## config.mk

```make
export PLATFORM = sky130hd
export DESIGN_NAME = bsg_clk_osc_calib_ctrl
export DESIGN_NICKNAME = d
export VERILOG_FILES = /design/src/rtl/bsg_clk_calib_pkg.sv /design/src/rtl/bsg_clk_calib_meas_seq.sv /design/src/rtl/bsg_clk_osc_calib_ctrl.sv
export SDC_FILE = /design/constraint.sdc
export NUM_CORES = 1
export LEC_CHECK = 0
export ABC_AREA = 1
export CORE_UTILIZATION = 40
export CTS_CLUSTER_DIAMETER = 150
export DETAILED_ROUTE_END_ITERATION = 6
export GPL_ROUTABILITY_DRIVEN = 0
export PLACE_DENSITY = 0.61
export SLEW_MARGIN = 30
export SYNTH_ARGS = -nofsm -noshare
export SYNTH_HDL_FRONTEND = slang
export SYNTH_SLANG_ARGS = --single-unit
```

## constraint.sdc

```tcl
create_clock -name clk_i -period 8.45 [get_ports clk_i]
set_input_delay 1.69 -clock clk_i [delete_from_list [all_inputs] [get_ports clk_i]]
set_output_delay 1.69 -clock clk_i [all_outputs]
set_load 0.01 [all_outputs]
```

## src/rtl/bsg_clk_calib_pkg.sv

```systemverilog
// bsg_clk_calib_pkg: shared states, compare results and defaults for oscillator calibration
package bsg_clk_calib_pkg;
    localparam int tap_width_gp     = 5;
    localparam int count_width_gp   = 16;
    localparam int window_width_gp  = 16;
    localparam int settle_cycles_gp = 8;
    localparam int sync_cycles_gp   = 4;

    typedef enum logic [2:0] {S_IDLE, S_MEAS, S_DECIDE, S_LOCKED, S_ERR} ctrl_state_e;
    typedef enum logic [2:0] {M_IDLE, M_APPLY, M_CLEAR, M_COUNT, M_FREEZE, M_SAMPLE} meas_state_e;
    typedef enum logic [1:0] {CMP_IN, CMP_FAST, CMP_SLOW} cmp_e;
endpackage

```

## src/rtl/bsg_clk_calib_meas_seq.sv

```systemverilog
// bsg_clk_calib_meas_seq: settle, monitor clear, count window, freeze and sample of one measurement
module bsg_clk_calib_meas_seq
    import bsg_clk_calib_pkg::*;
#(
    parameter int count_width_p   = count_width_gp,
    parameter int window_width_p  = window_width_gp,
    parameter int settle_cycles_p = settle_cycles_gp,
    parameter int sync_cycles_p   = sync_cycles_gp
) (
    input  logic                      clk_i,
    input  logic                      reset_i,
    input  logic                      go_i,
    input  logic [window_width_p-1:0] window_i,
    input  logic [count_width_p-1:0]  div_count_i,
    output logic                      mon_reset_o,
    output logic                      mon_en_o,
    output logic                      done_o,
    output logic [count_width_p-1:0]  count_o
);
    localparam logic [window_width_p-1:0] settle_lp = window_width_p'(settle_cycles_p - 1);
    localparam logic [window_width_p-1:0] sync_lp   = window_width_p'(sync_cycles_p - 1);

    meas_state_e state_q, state_n;
    logic [window_width_p-1:0] cnt_q, cnt_n;
    logic [count_width_p-1:0] count_q, count_n;
    logic last;

    assign last = cnt_q == '0;

    always_ff @(posedge clk_i) begin
        if (reset_i) begin
            state_q <= M_IDLE;
            cnt_q   <= '0;
            count_q <= '0;
        end else begin
            state_q <= state_n;
            cnt_q   <= cnt_n;
            count_q <= count_n;
        end
    end

    // cnt_q holds remaining cycles minus one of the current phase
    always_comb begin
        state_n = state_q;
        cnt_n   = cnt_q - 1'b1;
        count_n = count_q;
        case (state_q)
            M_IDLE: begin
                cnt_n = settle_lp;
                if (go_i) state_n = M_APPLY;
            end
            M_APPLY: if (last) begin
                state_n = M_CLEAR;
                cnt_n   = sync_lp;
            end
            M_CLEAR: if (last) begin
                state_n = M_COUNT;
                cnt_n   = (window_i == '0) ? '0 : window_i - 1'b1;
            end
            M_COUNT: if (last) begin
                state_n = M_FREEZE;
                cnt_n   = sync_lp;
            end
            M_FREEZE: if (last) state_n = M_SAMPLE;
            M_SAMPLE: begin
                count_n = div_count_i;
                state_n = M_IDLE;
            end
            default: state_n = M_IDLE;
        endcase
    end

    assign mon_reset_o = state_q == M_IDLE || state_q == M_APPLY || state_q == M_CLEAR;
    assign mon_en_o    = state_q == M_COUNT;
    assign done_o      = state_q == M_SAMPLE;
    assign count_o     = count_q;
endmodule

```

## src/rtl/bsg_clk_osc_calib_ctrl.sv

```systemverilog
// bsg_clk_osc_calib_ctrl: SAR search and drift tracking of the oscillator tap against a monitored count
module bsg_clk_osc_calib_ctrl
    import bsg_clk_calib_pkg::*;
#(
    parameter int tap_width_p     = tap_width_gp,
    parameter int count_width_p   = count_width_gp,
    parameter int window_width_p  = window_width_gp,
    parameter int settle_cycles_p = settle_cycles_gp,
    parameter int sync_cycles_p   = sync_cycles_gp
) (
    input  logic                      clk_i,
    input  logic                      reset_i,
    input  logic                      start_i,
    input  logic [window_width_p-1:0] window_i,
    input  logic [count_width_p-1:0]  target_i,
    input  logic [count_width_p-1:0]  tol_i,
    input  logic                      track_en_i,
    input  logic [count_width_p-1:0]  div_count_i,
    output logic                      mon_reset_o,
    output logic                      mon_en_o,
    output logic [tap_width_p-1:0]    tap_o,
    output logic                      tap_v_o,
    output logic                      busy_o,
    output logic                      lock_o,
    output logic                      err_o,
    output logic [count_width_p-1:0]  meas_count_o
);
    localparam int k_width_lp = (tap_width_p > 1) ? $clog2(tap_width_p) : 1;
    localparam logic [tap_width_p-1:0] tap_mid_lp = {1'b1, {(tap_width_p-1){1'b0}}};
    localparam logic [k_width_lp-1:0] k_top_lp = k_width_lp'(tap_width_p - 1);

    ctrl_state_e state_q, state_n;
    logic [tap_width_p-1:0] tap_q, tap_n, tap_set;
    logic [k_width_lp-1:0] k_q, k_n;
    logic final_q, final_n, trk_q, trk_n, lock_q, lock_n, err_q, err_n, tap_v_q;
    logic go, init, done;
    logic [count_width_p:0] hi_sum, lo_dif;
    logic [count_width_p-1:0] hi, lo, meas;
    cmp_e cmp;

    bsg_clk_calib_meas_seq #(
        .count_width_p  (count_width_p),
        .window_width_p (window_width_p),
        .settle_cycles_p(settle_cycles_p),
        .sync_cycles_p  (sync_cycles_p)
    ) seq (
        .clk_i      (clk_i),
        .reset_i    (reset_i),
        .go_i       (go),
        .window_i   (window_i),
        .div_count_i(div_count_i),
        .mon_reset_o(mon_reset_o),
        .mon_en_o   (mon_en_o),
        .done_o     (done),
        .count_o    (meas)
    );

    // bounds are widened one bit so the tolerance band saturates instead of wrapping
    assign hi_sum = {1'b0, target_i} + {1'b0, tol_i};
    assign lo_dif = {1'b0, target_i} - {1'b0, tol_i};
    assign hi  = hi_sum[count_width_p] ? '1 : hi_sum[count_width_p-1:0];
    assign lo  = lo_dif[count_width_p] ? '0 : lo_dif[count_width_p-1:0];
    assign cmp = (meas > hi) ? CMP_FAST : (meas < lo) ? CMP_SLOW : CMP_IN;

    always_ff @(posedge clk_i) begin
        if (reset_i) begin
            state_q <= S_IDLE;
            tap_q   <= tap_mid_lp;
            k_q     <= k_top_lp;
            final_q <= 1'b0;
            trk_q   <= 1'b0;
            lock_q  <= 1'b0;
            err_q   <= 1'b0;
            tap_v_q <= 1'b0;
        end else begin
            state_q <= state_n;
            tap_q   <= tap_n;
            k_q     <= k_n;
            final_q <= final_n;
            trk_q   <= trk_n;
            lock_q  <= lock_n;
            err_q   <= err_n;
            tap_v_q <= init || tap_n != tap_q;
        end
    end

    always_comb begin
        state_n = state_q;
        tap_n   = tap_q;
        k_n     = k_q;
        final_n = final_q;
        trk_n   = trk_q;
        lock_n  = lock_q;
        err_n   = err_q;
        go      = 1'b0;
        init    = 1'b0;
        tap_set = tap_q;
        tap_set[k_q] = cmp == CMP_FAST;
        case (state_q)
            S_IDLE, S_ERR: init = start_i;
            S_LOCKED: begin
                init    = start_i;
                go      = !start_i && track_en_i;
                state_n = go ? S_MEAS : S_LOCKED;
            end
            S_MEAS: if (done) state_n = S_DECIDE;
            S_DECIDE: begin
                if (cmp == CMP_IN) begin
                    state_n = S_LOCKED;
                    lock_n  = 1'b1;
                    trk_n   = 1'b1;
                end else if (trk_q) begin
                    if (cmp == CMP_FAST ? tap_q == '1 : tap_q == '0) begin
                        state_n = S_ERR;
                        err_n   = 1'b1;
                        lock_n  = 1'b0;
                    end else begin
                        tap_n   = (cmp == CMP_FAST) ? tap_q + 1'b1 : tap_q - 1'b1;
                        lock_n  = 1'b0;
                        go      = track_en_i;
                        state_n = track_en_i ? S_MEAS : S_LOCKED;
                    end
                end else if (!final_q && k_q != '0) begin
                    tap_n = tap_set;
                    tap_n[k_q - 1'b1] = 1'b1;
                    k_n     = k_q - 1'b1;
                    go      = 1'b1;
                    state_n = S_MEAS;
                end else if (!final_q && tap_set != tap_q) begin
                    tap_n   = tap_set;
                    final_n = 1'b1;
                    go      = 1'b1;
                    state_n = S_MEAS;
                end else begin
                    state_n = S_ERR;
                    err_n   = 1'b1;
                    lock_n  = 1'b0;
                end
            end
            default: state_n = S_IDLE;
        endcase
        if (init) begin
            tap_n   = tap_mid_lp;
            k_n     = k_top_lp;
            final_n = 1'b0;
            trk_n   = 1'b0;
            lock_n  = 1'b0;
            err_n   = 1'b0;
            go      = 1'b1;
            state_n = S_MEAS;
        end
    end

    assign tap_o   = tap_q;
    assign tap_v_o = tap_v_q;
    assign lock_o  = lock_q;
    assign err_o   = err_q;
    assign busy_o  = state_q == S_MEAS || state_q == S_DECIDE || (state_q == S_LOCKED && track_en_i);
    assign meas_count_o = meas;
endmodule

```

==> impl_summary.txt, run 1 <==
----------------------------------------------------
[Status]
  Run status ... complete, no violations

[CTS]
  TritonCTS clock tree ... built
  Count of instances resized after the clock tree is built ... 0
  # hold bufs at CTS ... 0
  TritonCTS Sinks ... 51
  Worst-case clock buffer depth ... 2
  Clk slew on worst S/H paths ... 0.07 ns
  Total setup buffers inserted after CTS ... 0
  Clk_lat worst skew ... 0.30 ns
  Root Driver ... sky130_fd_sc_hd__clkbuf_16
  H-Tree Depth ... 2
  Total CTS buffers ... 5

[Timing]
  Setup violation total in the final timing report ... 0
  Setup repair after global routing missed its margin ... no
  Crit path setup slack, layout ... 1.34 ns
  Final count of hold timing violations ... 0
  Final slew viol count ... 0
  Tightest Pin Transition ... 0.886 ns
  Maximum clock rate ... 141 MHz
  Post-route minimum period ... 7.11 ns
  Final-layout setup total negative slack ... 0 ns
  Period utilisation layout ... 0.841
  Worst Hold Slack ... 0.460 ns
  Worst rel slew slack ... 0.409
  Largest clock skew in the final design ... 0.00973 ns

[Yosys]
  Cell area after synthesis ... 5650 um2
  Share of Yosys cell area claimed by the top area cell type ... 0.181
  Synth area leaders ... sky130_fd_sc_hd__dfxtp_1 18%, sky130_fd_sc_hd__ha_1 16%, sky130_fd_sc_hd__nand2_1 12%
  Count of warnings emitted by yosys ... 0
  Cell accounting for the most synthesized area ... sky130_fd_sc_hd__dfxtp_1
  Share of synthesized registers carrying an async set or reset ... 0
  Synth Net Count ... 1,049
  Part of the Yosys area used for sequential elements ... 0.181
  Cells after synthesis ... 908
  Total of flip-flops plus latches after synthesis ... 51
  Most used flip-flop cell after synthesis ... sky130_fd_sc_hd__dfxtp_1
  Post-synth EDFFs ... 0
  Cell variety after synth ... 47
  Mean instance size in the synthesized netlist ... 6.22 um2

[Routing]
  Iteration-0 DRC Markers ... 352
  Detailed-route wire length per cell ... 13.1 um
  Wire length reported by the detailed router ... 15,400 um
  Number of vias per cell ... 4.98
  Final ANT Viol Nets ... 0
  # DRC ... 0
  First drt pass iteration count ... 5
  Total number of vias ... 5,866

[Placed design]
  Total cell area at the placement stage ... 6770 um2
  Dpl hpwl ... 12,500 um
  Pre-CTS setup slack ... 1.04 ns
  Total placed cells including tap cells ... 1,170
  Number of I/O port buffers ... 94

[Cells and area]
  Most common cell after layout, fill and taps aside ... sky130_fd_sc_hd__nand2_1
  Antenna Cells ... 0
  Relative area change from synthesis to final layout ... 22.8%
  Final standard cell utilization of the core ... 0.502
  Final instance count without filler cells ... 1,178
  Layout cell share with drive strength beyond 1 ... 0.0451
  Final std cell area, no fill ... 6940 um2
  Nets@finish ... 1,138
  Highest-count cells in the layout ignoring fill and taps ... 183 x sky130_fd_sc_hd__nand2_1, 134 x sky130_fd_sc_hd__inv_1, 121 x sky130_fd_sc_hd__nor2_1

[Critical path]
  Setup slack of the most critical reg-to-reg path ... 5.24 ns
  Data required time of the critical path ... 8.64 ns
  FF-to-FF path depth ... 22
  CP startpoint kind ... input port
  Worst setup EP type ... register
  Data arrival time of the critical path ... 7.30 ns
  Type of the setup path with the least slack ... input port to register
  Max Fanout on Critical Path ... 16
  Cell with the most instances on the worst path ... sky130_fd_sc_hd__nand2_1
  Crit path largest cell delay ... 0.42 ns
  Crit path max-delay cell type ... sky130_fd_sc_hd__clkdlybuf4s50_1

[Die]
  Die Footprint ... 14,600 um2
  Std-Cell Rows ... 43
  Standard cell core area ... 13,800 um2
  Effective utilization at floorplan ... 0.409
  IO Count ... 95
  Height of the die ... 121 um
  Chip width ... 121 um

[GRT]
  Wire length of the first global-routing pass ... 25,800 um
  Maximum number of pins on one net before global-route repair ... 31
  Via count of the first global-routing pass ... 5,436
  Initial antenna violation count ... 0
  Global routing usage summed across all routing layers ... 0.218
  GRT Residual Overflow ... 0

[Hold path]
  Number of instances on the worst hold path ... 2
  Type of the worst min-delay path ... register to register

[Power]
  VDD IR-drop max ... 0.0907 mV
  Total leakage power ... 3.38 nW
  Total power density per cell area ... 159 nW/um2
  Post-layout power ... 1.11 mW

[Run]
  Max-cap violation count ... 0

----------------------------------------------------
-- cells in the mapped netlist, types with 4 or more instances --
cell type / instances
sky130_fd_sc_hd__nand4_1: 16
sky130_fd_sc_hd__a211oi_1: 4
sky130_fd_sc_hd__nand3_1: 63
sky130_fd_sc_hd__inv_1: 134
sky130_fd_sc_hd__nand2_2: 8
sky130_fd_sc_hd__o21bai_1: 4
sky130_fd_sc_hd__nor2_1: 121
sky130_fd_sc_hd__xor2_1: 25
sky130_fd_sc_hd__or2_2: 13
sky130_fd_sc_hd__a21oi_1: 70
sky130_fd_sc_hd__dfxtp_1: 51
sky130_fd_sc_hd__buf_2: 4
sky130_fd_sc_hd__nor3_1: 20
sky130_fd_sc_hd__clkbuf_1: 8
sky130_fd_sc_hd__ha_1: 70
sky130_fd_sc_hd__xnor2_1: 6
sky130_fd_sc_hd__o31ai_1: 5
sky130_fd_sc_hd__nor4_1: 4
sky130_fd_sc_hd__nand2_1: 183
sky130_fd_sc_hd__o21ai_0: 55
-- critical path, delay by kind of cell --
family,cells,cell delay (ns)
AND/OR/NAND/NOR,26,2.01
adder cells (fa/ha/maj),4,1.32
AO/OA/AOI/OAI,8,1.22
buffers and inverters,5,0.84
XOR/XNOR,1,0.17
-- report_power, final --
group          internal, mW  switching (mW)
Combinational         0.224           0.333
Sequential            0.280          0.0328
Clock                 0.140          0.0975
-- per-layer routing --
| metal | vias to the layer above | part of all wire | track usage |
|---|---|---|---|
| met5 | - | 0 | 0 |
| met4 | 0 | 0.016 | 0.0563 |
| met3 | 16 | 0.034 | 0.0193 |
| met2 | 122 | 0.45 | 0.369 |
| met1 | 2573 | 0.50 | 0.295 |
| li1 | 3155 | - | - |
-- final timing paths --
| kind | from | end |
|---|---|---|
| max | target_i[0] | tap_v_o$_SDFF_PP0_ |
| min | err_o$_SDFFE_PP0P_ | err_o$_SDFFE_PP0P_ |
| max reg2reg | seq.count_o[9]$_SDFFE_PP0P_ | tap_v_o$_SDFF_PP0_ |
| min reg2reg | err_o$_SDFFE_PP0P_ | err_o$_SDFFE_PP0P_ |
-- state kept, by name, summed over array words and instances (netlist names), 3 cells and up --
signal and cells:
k_q 3, seq.cnt_q 16, state_q 3, seq.state_q 3, seq.count_o 16, tap_o 5
-- cell families after synthesis --
group,share of synthesized area
multiplexers,0.00354
buffers and inverters,0.104
AO/OA/AOI/OAI,0.159
AND/OR/NAND/NOR,0.338
flip-flops,0.181
XOR/XNOR,0.0481
adder cells (fa/ha/maj),0.166
-- cell type report --
cell class,instances,area [um2]
Timing Repair Buffer,95,948
Inverter,140,528
Fill cell,1426,6890
Clock inverter,3,43.8
Sequential cell,51,1020
Tap cell,180,225
Clock buffer,5,125
Multi-Input combinational cell,704,4050
Note: power is estimated with default switching activity, not from simulation.
==> run 2: changes to the inputs <==
Clock period 8.45 ns to 7.4 ns, I/O delays scaled along.
==> run 2 against run 1 <==
  * Total power grew 15%
  * Critical path type unchanged
  * Register-to-register slack lost 0.95 ns
  * Flip-flop and latch count is the same
  * Count of clock-buffer cells in the layout is the same
  * Highest routed layer unchanged
  * Via count grew 2.3%
  * Core utilization grew 0.13 points
  * Critical endpoint unchanged
  * Wire length grew 1.9%
  * Hold slack gained 0.011 ns
==> impl_summary.txt, run 2 (synthesis results as in run 1) <==
----------------------------------------------------
[CTS]
  Total setup buffers inserted after CTS ... 0 (unchanged)
  # hold bufs at CTS ... 0 (unchanged)
  H-Tree Depth ... 2 (unchanged)
  Worst-case clock buffer depth ... 2 (unchanged)
  Count of instances resized after the clock tree is built ... 0 (unchanged)
  Total CTS buffers ... 5 (unchanged)
  TritonCTS Sinks ... 51 (unchanged)
  Clk slew on worst S/H paths ... 0.08 ns (about the same)
  Root Driver ... sky130_fd_sc_hd__clkbuf_16
  Clk_lat worst skew ... 0.31 ns (about the same)
  TritonCTS clock tree ... built

[Routing]
  # DRC ... 0 (unchanged)
  First drt pass iteration count ... 5 (unchanged)
  Detailed-route wire length per cell ... 13.3 um (+1.7%)
  Iteration-0 DRC Markers ... 404 (+15%)
  Number of vias per cell ... 5.08 (+2.1%)
  Wire length reported by the detailed router ... 15,700 um (+1.9%)
  Total number of vias ... 5,999 (+2.3%)
  Final ANT Viol Nets ... 0 (unchanged)

[Timing]
  Final slew viol count ... 0 (unchanged)
  Worst Hold Slack ... 0.471 ns (+0.0114 ns)
  Worst rel slew slack ... 0.379 (-0.0298)
  Setup violation total in the final timing report ... 0 (unchanged)
  Final count of hold timing violations ... 0 (unchanged)
  Period utilisation layout ... 0.912
  Post-route minimum period ... 6.75 ns
  Maximum clock rate ... 148 MHz
  Largest clock skew in the final design ... 0.00918 ns (-0.000543 ns)
  Setup repair after global routing missed its margin ... no
  Tightest Pin Transition ... 0.930 ns (+0.0446 ns)
  Final-layout setup total negative slack ... 0 ns (unchanged)

[GRT]
  Maximum number of pins on one net before global-route repair ... 31 (unchanged)
  Global routing usage summed across all routing layers ... 0.221 (+0.00352)
  GRT Residual Overflow ... 0 (unchanged)
  Via count of the first global-routing pass ... 5,378 (-1.1%)
  Wire length of the first global-routing pass ... 26,000 um (+0.69%)
  Initial antenna violation count ... 0 (unchanged)

[Cells and area]
  Relative area change from synthesis to final layout ... 23.1%
  Nets@finish ... 1,140 (+0.18%)
  Area used by multi-input combinational logic ... 4050 um2 (unchanged)
  Most common cell after layout, fill and taps aside ... sky130_fd_sc_hd__nand2_1
  Layout cell share with drive strength beyond 1 ... 0.0470 (+0.00191)
  Fillers ... 1,460 (+2.4%)
  Antenna Cells ... 0 (unchanged)
  Highest-count cells in the layout ignoring fill and taps ... 183 x sky130_fd_sc_hd__nand2_1, 134 x sky130_fd_sc_hd__inv_1, 121 x sky130_fd_sc_hd__nor2_1
  FF+latch area ... 1020 um2 (unchanged)
  Final instance count without filler cells ... 1,180 (+0.17%)

[Hold path]
  Number of instances on the worst hold path ... 2 (unchanged)
  Type of the worst min-delay path ... register to register
  Hold EP ... err_o$_SDFFE_PP0P_
  Startpoint of the tightest hold check path ... err_o$_SDFFE_PP0P_

[Die]
  Standard cell core area ... 13,800 um2 (unchanged)
  Die Footprint ... 14,600 um2 (unchanged)
  Chip width ... 121 um (unchanged)
  Effective utilization at floorplan ... 0.409 (unchanged)
  IO Count ... 95 (unchanged)
  Std-Cell Rows ... 43 (unchanged)
  Height of the die ... 121 um (unchanged)

[Critical path]
  Setup slack of the most critical reg-to-reg path ... 4.29 ns (-0.95 ns)
  End of the worst register-to-register path ... tap_v_o$_SDFF_PP0_
  CP top delay family ... simple AND/OR/NAND/NOR gates
  Data arrival time of the critical path ... 6.96 ns (-0.34 ns)
  FF-to-FF path depth ... 22 (unchanged)
  CP startpoint kind ... input port
  Data required time of the critical path ... 7.61 ns (-1.03 ns)
  Crit path max-delay cell type ... sky130_fd_sc_hd__clkdlybuf4s50_1
  Crit path largest cell delay ... 0.43 ns (about the same)
  Type of the setup path with the least slack ... input port to register
  CP Buf/Inv Count ... 4 (-1)
  Start of the worst register-to-register path ... seq.count_o[9]$_SDFFE_PP0P_
  Worst setup EP type ... register
  Cell with the most instances on the worst path ... sky130_fd_sc_hd__nand2_1
  Max Fanout on Critical Path ... 14 (-2)

[Power]
  Total leakage power ... 3.39 nW (+0.17%)
  VDD IR-drop max ... 0.0961 mV (+6.0%)
  Total power density per cell area ... 184 nW/um2 (+15%)

[Status]
  Run status ... complete, no violations

[Run]
  Max-cap violation count ... 0 (unchanged)

[Placed design]
  Total placed cells including tap cells ... 1,172 (+0.17%)
  Dpl hpwl ... 12,600 um (+0.31%)
  Number of I/O port buffers ... 94 (unchanged)

----------------------------------------------------
## run 2: worst max-delay path by stage
stage | to | slack (ns) | cells after the start | startpoint
after floorplan | tap_v_o$_SDFF_PP0_ | 1.32 | 43 | target_i[0]
after global placement | tap_v_o$_SDFF_PP0_ | 0.51 | 44 | target_i[0]
after detailed placement | tap_v_o$_SDFF_PP0_ | 0.41 | 42 | target_i[0]
after CTS | tap_v_o$_SDFF_PP0_ | 0.72 | 42 | tol_i[0]
after global routing | tap_v_o$_SDFF_PP0_ | 0.05 | 45 | target_i[0]
final | tap_v_o$_SDFF_PP0_ | 0.65 | 40 | tol_i[0]
## run 2: worst reg2reg max path: cells and delay by family (launching register included)
family / cells / cell delay [ns]
AO/OA/AOI/OAI: 3 / 0.51
XOR/XNOR: 1 / 0.17
adder cells (fa/ha/maj): 2 / 0.68
buffers and inverters: 2 / 0.12
flip-flops: 1 / 0.47
AND/OR/NAND/NOR: 14 / 1.08
## run 2: report_power, final
group,leakage [nW],switching [mW],internal (mW)
sequential,0.414,0.0380,0.319
clock,0.0804,0.118,0.161
combinational,2.90,0.384,0.256
## run 2: cell type report
cell class	count	area share
multi-input cells	704	0.582
flip-flops and latches	51	0.147
repair buffers	97	0.138
inverters	140	0.0759
well taps	180	0.0324
clock buffers	5	0.0180
clock inverters	3	0.00665
## run 2: per-stage QoR
step / worst slack (ns) / util / area [um2] / power (mW)
finish: 0.650 / 0.503 / 6960 / 1.28
global route: 0.0453 / 0.503 / 6960 / 1.39
CTS: 0.722 / 0.503 / 6960 / 1.29
detailed placement: 0.411 / 0.491 / 6790 / 1.00
global placement: 0.509 / 0.490 / 6780 / 0.998
floorplan: 1.32 / - / 5650 / 0.818
## run 2: routing by layer
layer | wire length (um) | global-route usage | vias to the layer above
met3 | 583 | 0.0231 | 15
met4 | 186 | 0.0486 | 0
met5 | 0 | 0 | -
met2 | 6980 | 0.361 | 145
li1 | - | - | 3156
met1 | 7980 | 0.311 | 2683
